==> config.mk <==
export PLATFORM = sky130hd
export DESIGN_NAME = deserializer
export DESIGN_NICKNAME = d
export VERILOG_FILES = /design/src/rtl/deser_pkg.sv /design/src/rtl/deser_idle_timer.sv /design/src/rtl/deserializer.sv
export SDC_FILE = /design/constraint.sdc
export NUM_CORES = 1
export LEC_CHECK = 0
export CAP_MARGIN = 20
export CORE_UTILIZATION = 45
export CTS_CLUSTER_DIAMETER = 80
export DETAILED_ROUTE_END_ITERATION = 7
export PLACE_DENSITY = 0.8
export RECOVER_POWER = 25
export SLEW_MARGIN = 20
export SYNTH_ARGS = -nofsm -noshare
export SYNTH_HDL_FRONTEND = slang
export SYNTH_SLANG_ARGS = --single-unit
==> constraint.sdc <==
create_clock -name clk_i -period 1.43 [get_ports clk_i]
set_input_delay 0.143 -clock clk_i [delete_from_list [all_inputs] [get_ports clk_i]]
set_output_delay 0.143 -clock clk_i [all_outputs]
set_load 0.01 [all_outputs]
==> src/rtl/deser_pkg.sv <==
// Shared constants and state encoding for the serial-to-parallel deserializer.
package deser_pkg;

  localparam int DESER_W     = 16;
  localparam int DESER_MOD_W = 4;
  localparam int DESER_CNT_W = $clog2(DESER_W + 1);

  typedef enum logic {
    IDLE = 1'b0,
    RECV = 1'b1
  } deser_state_t;

endpackage

==> src/rtl/deser_idle_timer.sv <==
// Idle-cycle counter for the deserializer: counts stalled cycles while a partial
// word is held and flags when the configured timeout has been reached.
module deser_idle_timer #(
  parameter int TIMEOUT = 32
) (
  input  logic clk_i,
  input  logic srst_i,
  input  logic count_en,
  input  logic clear,
  output logic timeout
);

  localparam int TW = $clog2(TIMEOUT + 1);
  localparam logic [TW-1:0] LIMIT = TW'(TIMEOUT);

  logic [TW-1:0] idle_cnt_q;

  // Saturates at LIMIT so the flag stays up until the owner clears it.
  always_ff @(posedge clk_i) begin
    if (srst_i || clear) begin
      idle_cnt_q <= '0;
    end else if (count_en && (idle_cnt_q != LIMIT)) begin
      idle_cnt_q <= idle_cnt_q + 1'b1;
    end
  end

  assign timeout = (idle_cnt_q == LIMIT);

endmodule

==> src/rtl/deserializer.sv <==
// Packs a valid-qualified serial stream MSB-first into W-bit words with a one-cycle
// valid pulse. Define DESER_IDLE_FLUSH_EN to flush partial words after an idle timeout.
//
//   state | meaning
//   IDLE  | no bits held, waiting for bit 1 of a word
//   RECV  | partial word held in the shift register
module deserializer
  import deser_pkg::*;
#(
  parameter int W            = DESER_W,
  parameter int IDLE_TIMEOUT = 32
) (
  input  logic                   clk_i,
  input  logic                   srst_i,
  input  logic                   ser_data_i,
  input  logic                   ser_data_val_i,
  output logic [W-1:0]           deser_data_o,
  output logic [DESER_MOD_W-1:0] deser_data_mod_o,
  output logic                   deser_data_val_o,
  output logic                   busy_o
);

  localparam int CNT_W = $clog2(W + 1);
  localparam logic [CNT_W-1:0] CNT_LAST = CNT_W'(W - 1);

  if (W < 4 || W > 16) begin : g_bad_w
    $error("deserializer: W must be in 4..16");
  end
  if (IDLE_TIMEOUT < 1) begin : g_bad_timeout
    $error("deserializer: IDLE_TIMEOUT must be positive");
  end

  deser_state_t     state_q;
  logic [CNT_W-1:0] cnt_q;
  logic [W-1:0]     shift_q;
  logic [W-1:0]     shift_next;

  assign shift_next = {shift_q[W-2:0], ser_data_i};
  assign busy_o     = (state_q == RECV);

`ifdef DESER_IDLE_FLUSH_EN
  localparam logic [CNT_W-1:0] CNT_FULL = CNT_W'(W);

  logic             timer_count_en;
  logic             timer_clear;
  logic             timeout;
  logic             flush;
  logic [CNT_W-1:0] flush_shamt;

  assign timer_count_en = (state_q == RECV) && !ser_data_val_i;
  assign timer_clear    = ser_data_val_i || (state_q == IDLE);
  // A valid bit on the timeout cycle takes priority, so flush requires no bit.
  assign flush          = timeout && (state_q == RECV) && !ser_data_val_i;
  assign flush_shamt    = CNT_FULL - cnt_q;

  deser_idle_timer #(
    .TIMEOUT (IDLE_TIMEOUT)
  ) u_idle_timer (
    .clk_i    (clk_i),
    .srst_i   (srst_i),
    .count_en (timer_count_en),
    .clear    (timer_clear),
    .timeout  (timeout)
  );
`endif

  always_ff @(posedge clk_i) begin
    if (srst_i) begin
      state_q          <= IDLE;
      cnt_q            <= '0;
      shift_q          <= '0;
      deser_data_o     <= '0;
      deser_data_mod_o <= '0;
      deser_data_val_o <= 1'b0;
    end else begin
      deser_data_val_o <= 1'b0;
      if (ser_data_val_i) begin
        if (cnt_q == CNT_LAST) begin
          deser_data_o     <= shift_next;
          deser_data_mod_o <= '0;
          deser_data_val_o <= 1'b1;
          shift_q          <= '0;
          cnt_q            <= '0;
          state_q          <= IDLE;
        end else begin
          shift_q <= shift_next;
          cnt_q   <= cnt_q + 1'b1;
          state_q <= RECV;
        end
`ifdef DESER_IDLE_FLUSH_EN
      end else if (flush) begin
        // Held bits sit in the low cnt positions; left-align them for the consumer.
        deser_data_o     <= shift_q << flush_shamt;
        deser_data_mod_o <= DESER_MOD_W'(cnt_q);
        deser_data_val_o <= 1'b1;
        shift_q          <= '0;
        cnt_q            <= '0;
        state_q          <= IDLE;
`endif
      end
    end
  end

endmodule

## Yosys cells after proc, flatten, opt, wreduce, memory -nomap -nowiden

Cells that the tools add are included.

| operators by class | value |
|---|---|
| mux-type cells | 4 |
| eq/ne operators | 1 |
| reductions and logical operators | 2 |
| bitwise operators | 1 |
| add/sub/neg operators | 1 |

Operators by type and width:

| operator | count |
|---|---|
| 15-bit two-way mux | 1 |
| 5-bit by 1-bit adder with 5-bit output (second input constant) | 1 |
| 5-bit by 4-bit equality test with 1-bit output (second input constant) | 1 |
| 5-bit two-way mux | 1 |
| 1-bit two-way mux | 2 |
| 2-bit AND reduction | 1 |
| 2-bit OR reduction | 1 |
| 1-bit inverter | 1 |

| storage, ports and cells | value |
|---|---|
| word-level logic and storage cells | 14 |
| output and inout port bits | 22 |
| flip-flop bits (word level) | 38 |

## Longest topological paths before layout

| logic depth | value |
|---|---|
| depth after elaboration | 2 |
| mapped depth | 5 |

## Worst setup path after synthesis

Ideal clock, no wire load.

| timing path | value |
|---|---|
| kind | reg2reg |
| from | register cnt_q[0] |
| to | register deser_data_o[15] |
| library setup time | 0.060 ns |
| period minus slack after synthesis | 1.416 ns |
| stages on the path, launching flop included | 6 |
| setup slack | 0.014 ns |
| buffers on the path | 1 |
| data arrival time | 1.357 ns |
| cell sequence | dfxtp_1 -> ha_1 -> and4_4 -> nor3b_4 -> buf_6 -> a22o_1 |

| between the ends | value |
|---|---|
| word-level cells in the longest chain between the ends | 2 |

RTL lines:

| element | line | source |
|---|---|---|
| start: declaration | deserializer.sv:34 | `logic [CNT_W-1:0] cnt_q;` |
| start signal: assignment | deserializer.sv:87 | `cnt_q <= cnt_q + 1'b1;` |
| 5-bit by 4-bit equality test with 1-bit output | deserializer.sv:78 | `if (cnt_q == CNT_LAST) begin` |
| 2-bit AND reduction (no source line) | -- |  |
| end signal: assignment | deserializer.sv:79 | `deser_data_o <= shift_next;` |
| end: declaration | deserializer.sv:17 | `output logic [W-1:0] deser_data_o,` |

Every way passes these cells.
A chain may end at the register's enable or synchronous reset.

## Worst setup path in the final report

| timing path | value |
|---|---|
| from | register deser_data_o[1] |
| to | output port deser_data_o[1] |

No word-level cell between the ends.

==> impl_metrics.csv <==
group,metric,value,unit
yosys,netlist.area_leader.share,0.554,
cells_and_area,nNetsFinal,167,
yosys,synth_commonest_cells,"dfxtp_1, a21oi_1, nand2b_1",
clock_tree,cts_sinks,38,
cells_and_area,finish.instance_area,1740,um2
sta,fin_worst_skew,0.00758,ns
floorplan,rows,19,
route,drc,4,
floorplan,fp.dieW,57.2,um
clock_tree,cts_hold_buf,0,
placement,port_buffers,21,
yosys,synthArstFlopShare,0,
cells_and_area,nFillCells,248,
worst_setup_path,worstPathCellList,"clkdlybuf4s50_1",
yosys,synthDistinctLibCells,25,
worst_setup_path,crit_path_end_kind,"output port",
sta,post-route-period-util,0.968,
placement,dp_hpwl,1770,um
yosys,syn_area_per_cell,10.3,um2
floorplan,ios,26,
floorplan,core-area,2830,um2
yosys,synth_edf_count,0,
clock_tree,root_buffer,"clkbuf_4",
worst_setup_path,critPathBufInv,1,
clock_tree,cts.clk_slew.worst_paths,0.11,ns
global_routing,grt-ovfl-total,0,
worst_setup_path,critPathMaxStageDelay,0.54,ns
global_routing,antenna_found_initial,0,
placement,dpl-instance-area,1650,um2
worst_hold_path,hold_path.startpoint,"ser_data_i",
placement,dp_cells,185,
run_status,failed_checks,"design-rule violations",
floorplan,start_util,0.485,
power_and_ir_drop,power,1.76,mW
yosys,synth_cells,133,
worst_setup_path,cp.arrival,1.24,ns
worst_setup_path,cp-start-kind,"flop",
route,ant_nets,0,
sta,final-setup-viol-count,0,
route,vias,1042,
route,firstDrtPassIters,6,
sta,slew_viol_final,0,
worst_setup_path,r2r_slack,0.08,ns
clock_tree,clockBufferDepth,2,
sta,rsz0062_at_grt,"no",
cells_and_area,area_delta_synth_final,26.5,%
sta,hold_viol_final,0,
worst_setup_path,reg2reg_from,"cnt_q[0]$_SDFFE_PP0P_",
worst_setup_path,reg2reg_to,"deser_data_o[8]$_SDFFE_PP0P_",
global_routing,grt_pass1_vias,948,
clock_tree,htree_levels,2,
yosys,synth_flop_cell,"dfxtp_1",
floorplan,die-height,57.2,um
global_routing,grt_max_degree,38,
cells_and_area,regArea,763,um2
yosys,netlist_area,1370,um2
yosys,synth_area_leaders,"dfxtp_1, a22o_1, nand2b_1, a21oi_1, nand3_1",
yosys,synth_seq_area_share,0.554,
global_routing,grt_pass1_wl,4380,um
worst_hold_path,whs_endpoint,"shift_q[0]$_SDFFE_PP0P_",
sta,fin_crit,1.38,ns
yosys,ys_ff_latch,38,
cells_and_area,stdcell_count,194,
worst_setup_path,path_delay_family,"buffers and inverters",
clock_tree,cts_tree,"done",
route,drt_iter0_drc,28,
sta,fmax,722,MHz
worst_setup_path,worstSetupPathType,"flop to output port",
worst_hold_path,min_path_cells,3,
power_and_ir_drop,power_density,1010,nW/um2
placement,place.gp.congestion,0.761,
route,viasPerCell,5.37,
sta,worst_slack,0.0451,ns
job,maxCapViolCount,0,
cells_and_area,multi_input_area,564,um2
route,drt-total-wl,2740,um
yosys,synth_top_area_cell,"dfxtp_1",
global_routing,groute.usage.overall,0.186,
cells_and_area,antenna-diode-count,0,
floorplan,dieArea,3280,um2
run_status,status,"finished with violations",
yosys,yosysWarnings,0,
worst_setup_path,critical-path-slowest-cell,"clkdlybuf4s50_1",
sta,tns,0,ns
worst_setup_path,r2r_cells,5,
power_and_ir_drop,p_leak,0.613,nW
route,routedWlPerCell,14.1,um
cells_and_area,layout-drive-gt1-share,0.153,
clock_tree,cts_inserted_buffers,5,
worst_setup_path,worstPathMaxFanout,2,
worst_hold_path,hold_path.class,"input port to flop",
power_and_ir_drop,peakVddDrop,0.508,mV
yosys,synth_most_common_cell,"dfxtp_1",
placement,place_ws,-0.234,ns
clock_tree,clkLatencyLatePin,0.35,ns
worst_setup_path,critPathRequiredTime,1.29,ns
[sequential cells by signal, summed over array words and instances (netlist names)]
signal / cells
deser_data_o: 16
shift_q: 15
cnt_q: 5
busy_o: 1
deser_data_val_o: 1
[metrics by stage]
| stage | util | hold WS (ns) |
|---|---|---|
| 3_3_place_gp | 0.582 | 0.457 |
| 5_1_grt | 0.614 | 0.423 |
| 4_1_cts | 0.607 | 0.414 |
| 6_report | 0.614 | 0.423 |
| 2_1_floorplan | - | 0.276 |
| 3_5_place_dp | 0.582 | 0.459 |
[repair_timing]
action	4_1_cts	5_1_grt
gates cloned	0	0
setup buffers	0	1
pin swaps	1	1
setup endpoints to repair	18	24
resized for setup	1	10
[layout by cell type, fill, tap and decap left out, types with 2 or more instances in the layout]
cell | Yosys | routed
dfxtp_1 | 38 | 36
nand2b_1 | 17 | 17
a21oi_1 | 17 | 17
a22o_1 | 16 | 16
nand3_1 | 16 | 16
clkdlybuf4s50_1 | 0 | 15
buf_4 | 4 | 8
clkbuf_4 | 0 | 6
clkdlybuf4s25_1 | 0 | 6
conb_1 | 1 | 4
dfxtp_2 | 0 | 2
[layout make-up]
| class | instances | share of cell area |
|---|---|---|
| inverters | 1 | 0.00216 |
| multi-input cells | 84 | 0.325 |
| well taps | 31 | 0.0223 |
| repair buffers | 32 | 0.174 |
| flip-flops and latches | 38 | 0.439 |
| clock buffers | 6 | 0.0295 |
| clock inverters | 2 | 0.00720 |
[layer usage]
metal,routed length [um],global-route usage,share of wire,vias to the layer above
li1,-,-,-,522
met5,0,0,0,-
met4,66,0.115,0.024,0
met1,1220,0.209,0.44,490
met3,120,0.0726,0.044,7
met2,1340,0.296,0.49,23
[worst max-delay path by stage]
stage	startpoint	end	slack [ns]	cells past startpoint
floorplan	cnt_q[0]$_SDFFE_PP0P_	deser_data_o[15]$_SDFFE_PP0P_	0.01	5
global placement	ser_data_val_i	deser_data_o[11]$_SDFFE_PP0P_	-0.17	4
detailed placement	ser_data_val_i	deser_data_o[14]$_SDFFE_PP0P_	-0.23	4
CTS	cnt_q[0]$_SDFFE_PP0P_	deser_data_o[8]$_SDFFE_PP0P_	0.0006	4
global route	deser_data_o[1]$_SDFFE_PP0P_	deser_data_o[1]	0.0001	1
finish	deser_data_o[1]$_SDFFE_PP0P_	deser_data_o[1]	0.05	1
[tightest hold or removal path, delay by kind of cell]
| kind | cells | cell delay, ns |
|---|---|---|
| and+or+nand+nor | 1 | 0.09 |
| AOI/OAI and AO/OA | 1 | 0.06 |
| buffers and inverters | 1 | 0.44 |
[where the power goes]
group	leakage (nW)	switching (mW)	total (mW)	internal, mW
logic	0.271	0.0498	0.0914	0.0416
registers	0.308	0.00845	1.08	1.07
clock network	0.0343	0.351	0.587	0.236
total	0.613	0.409	1.76	1.35
[kinds of logic after synthesis]
group,share of synthesized area
flops,0.554
fa+ha+maj,0.00911
xor+xnor,0.0128
buf+inv,0.0574
compound gates,0.176
other cells,0.00273
simple gates,0.188
Note: power is estimated with default switching activity, not from simulation.
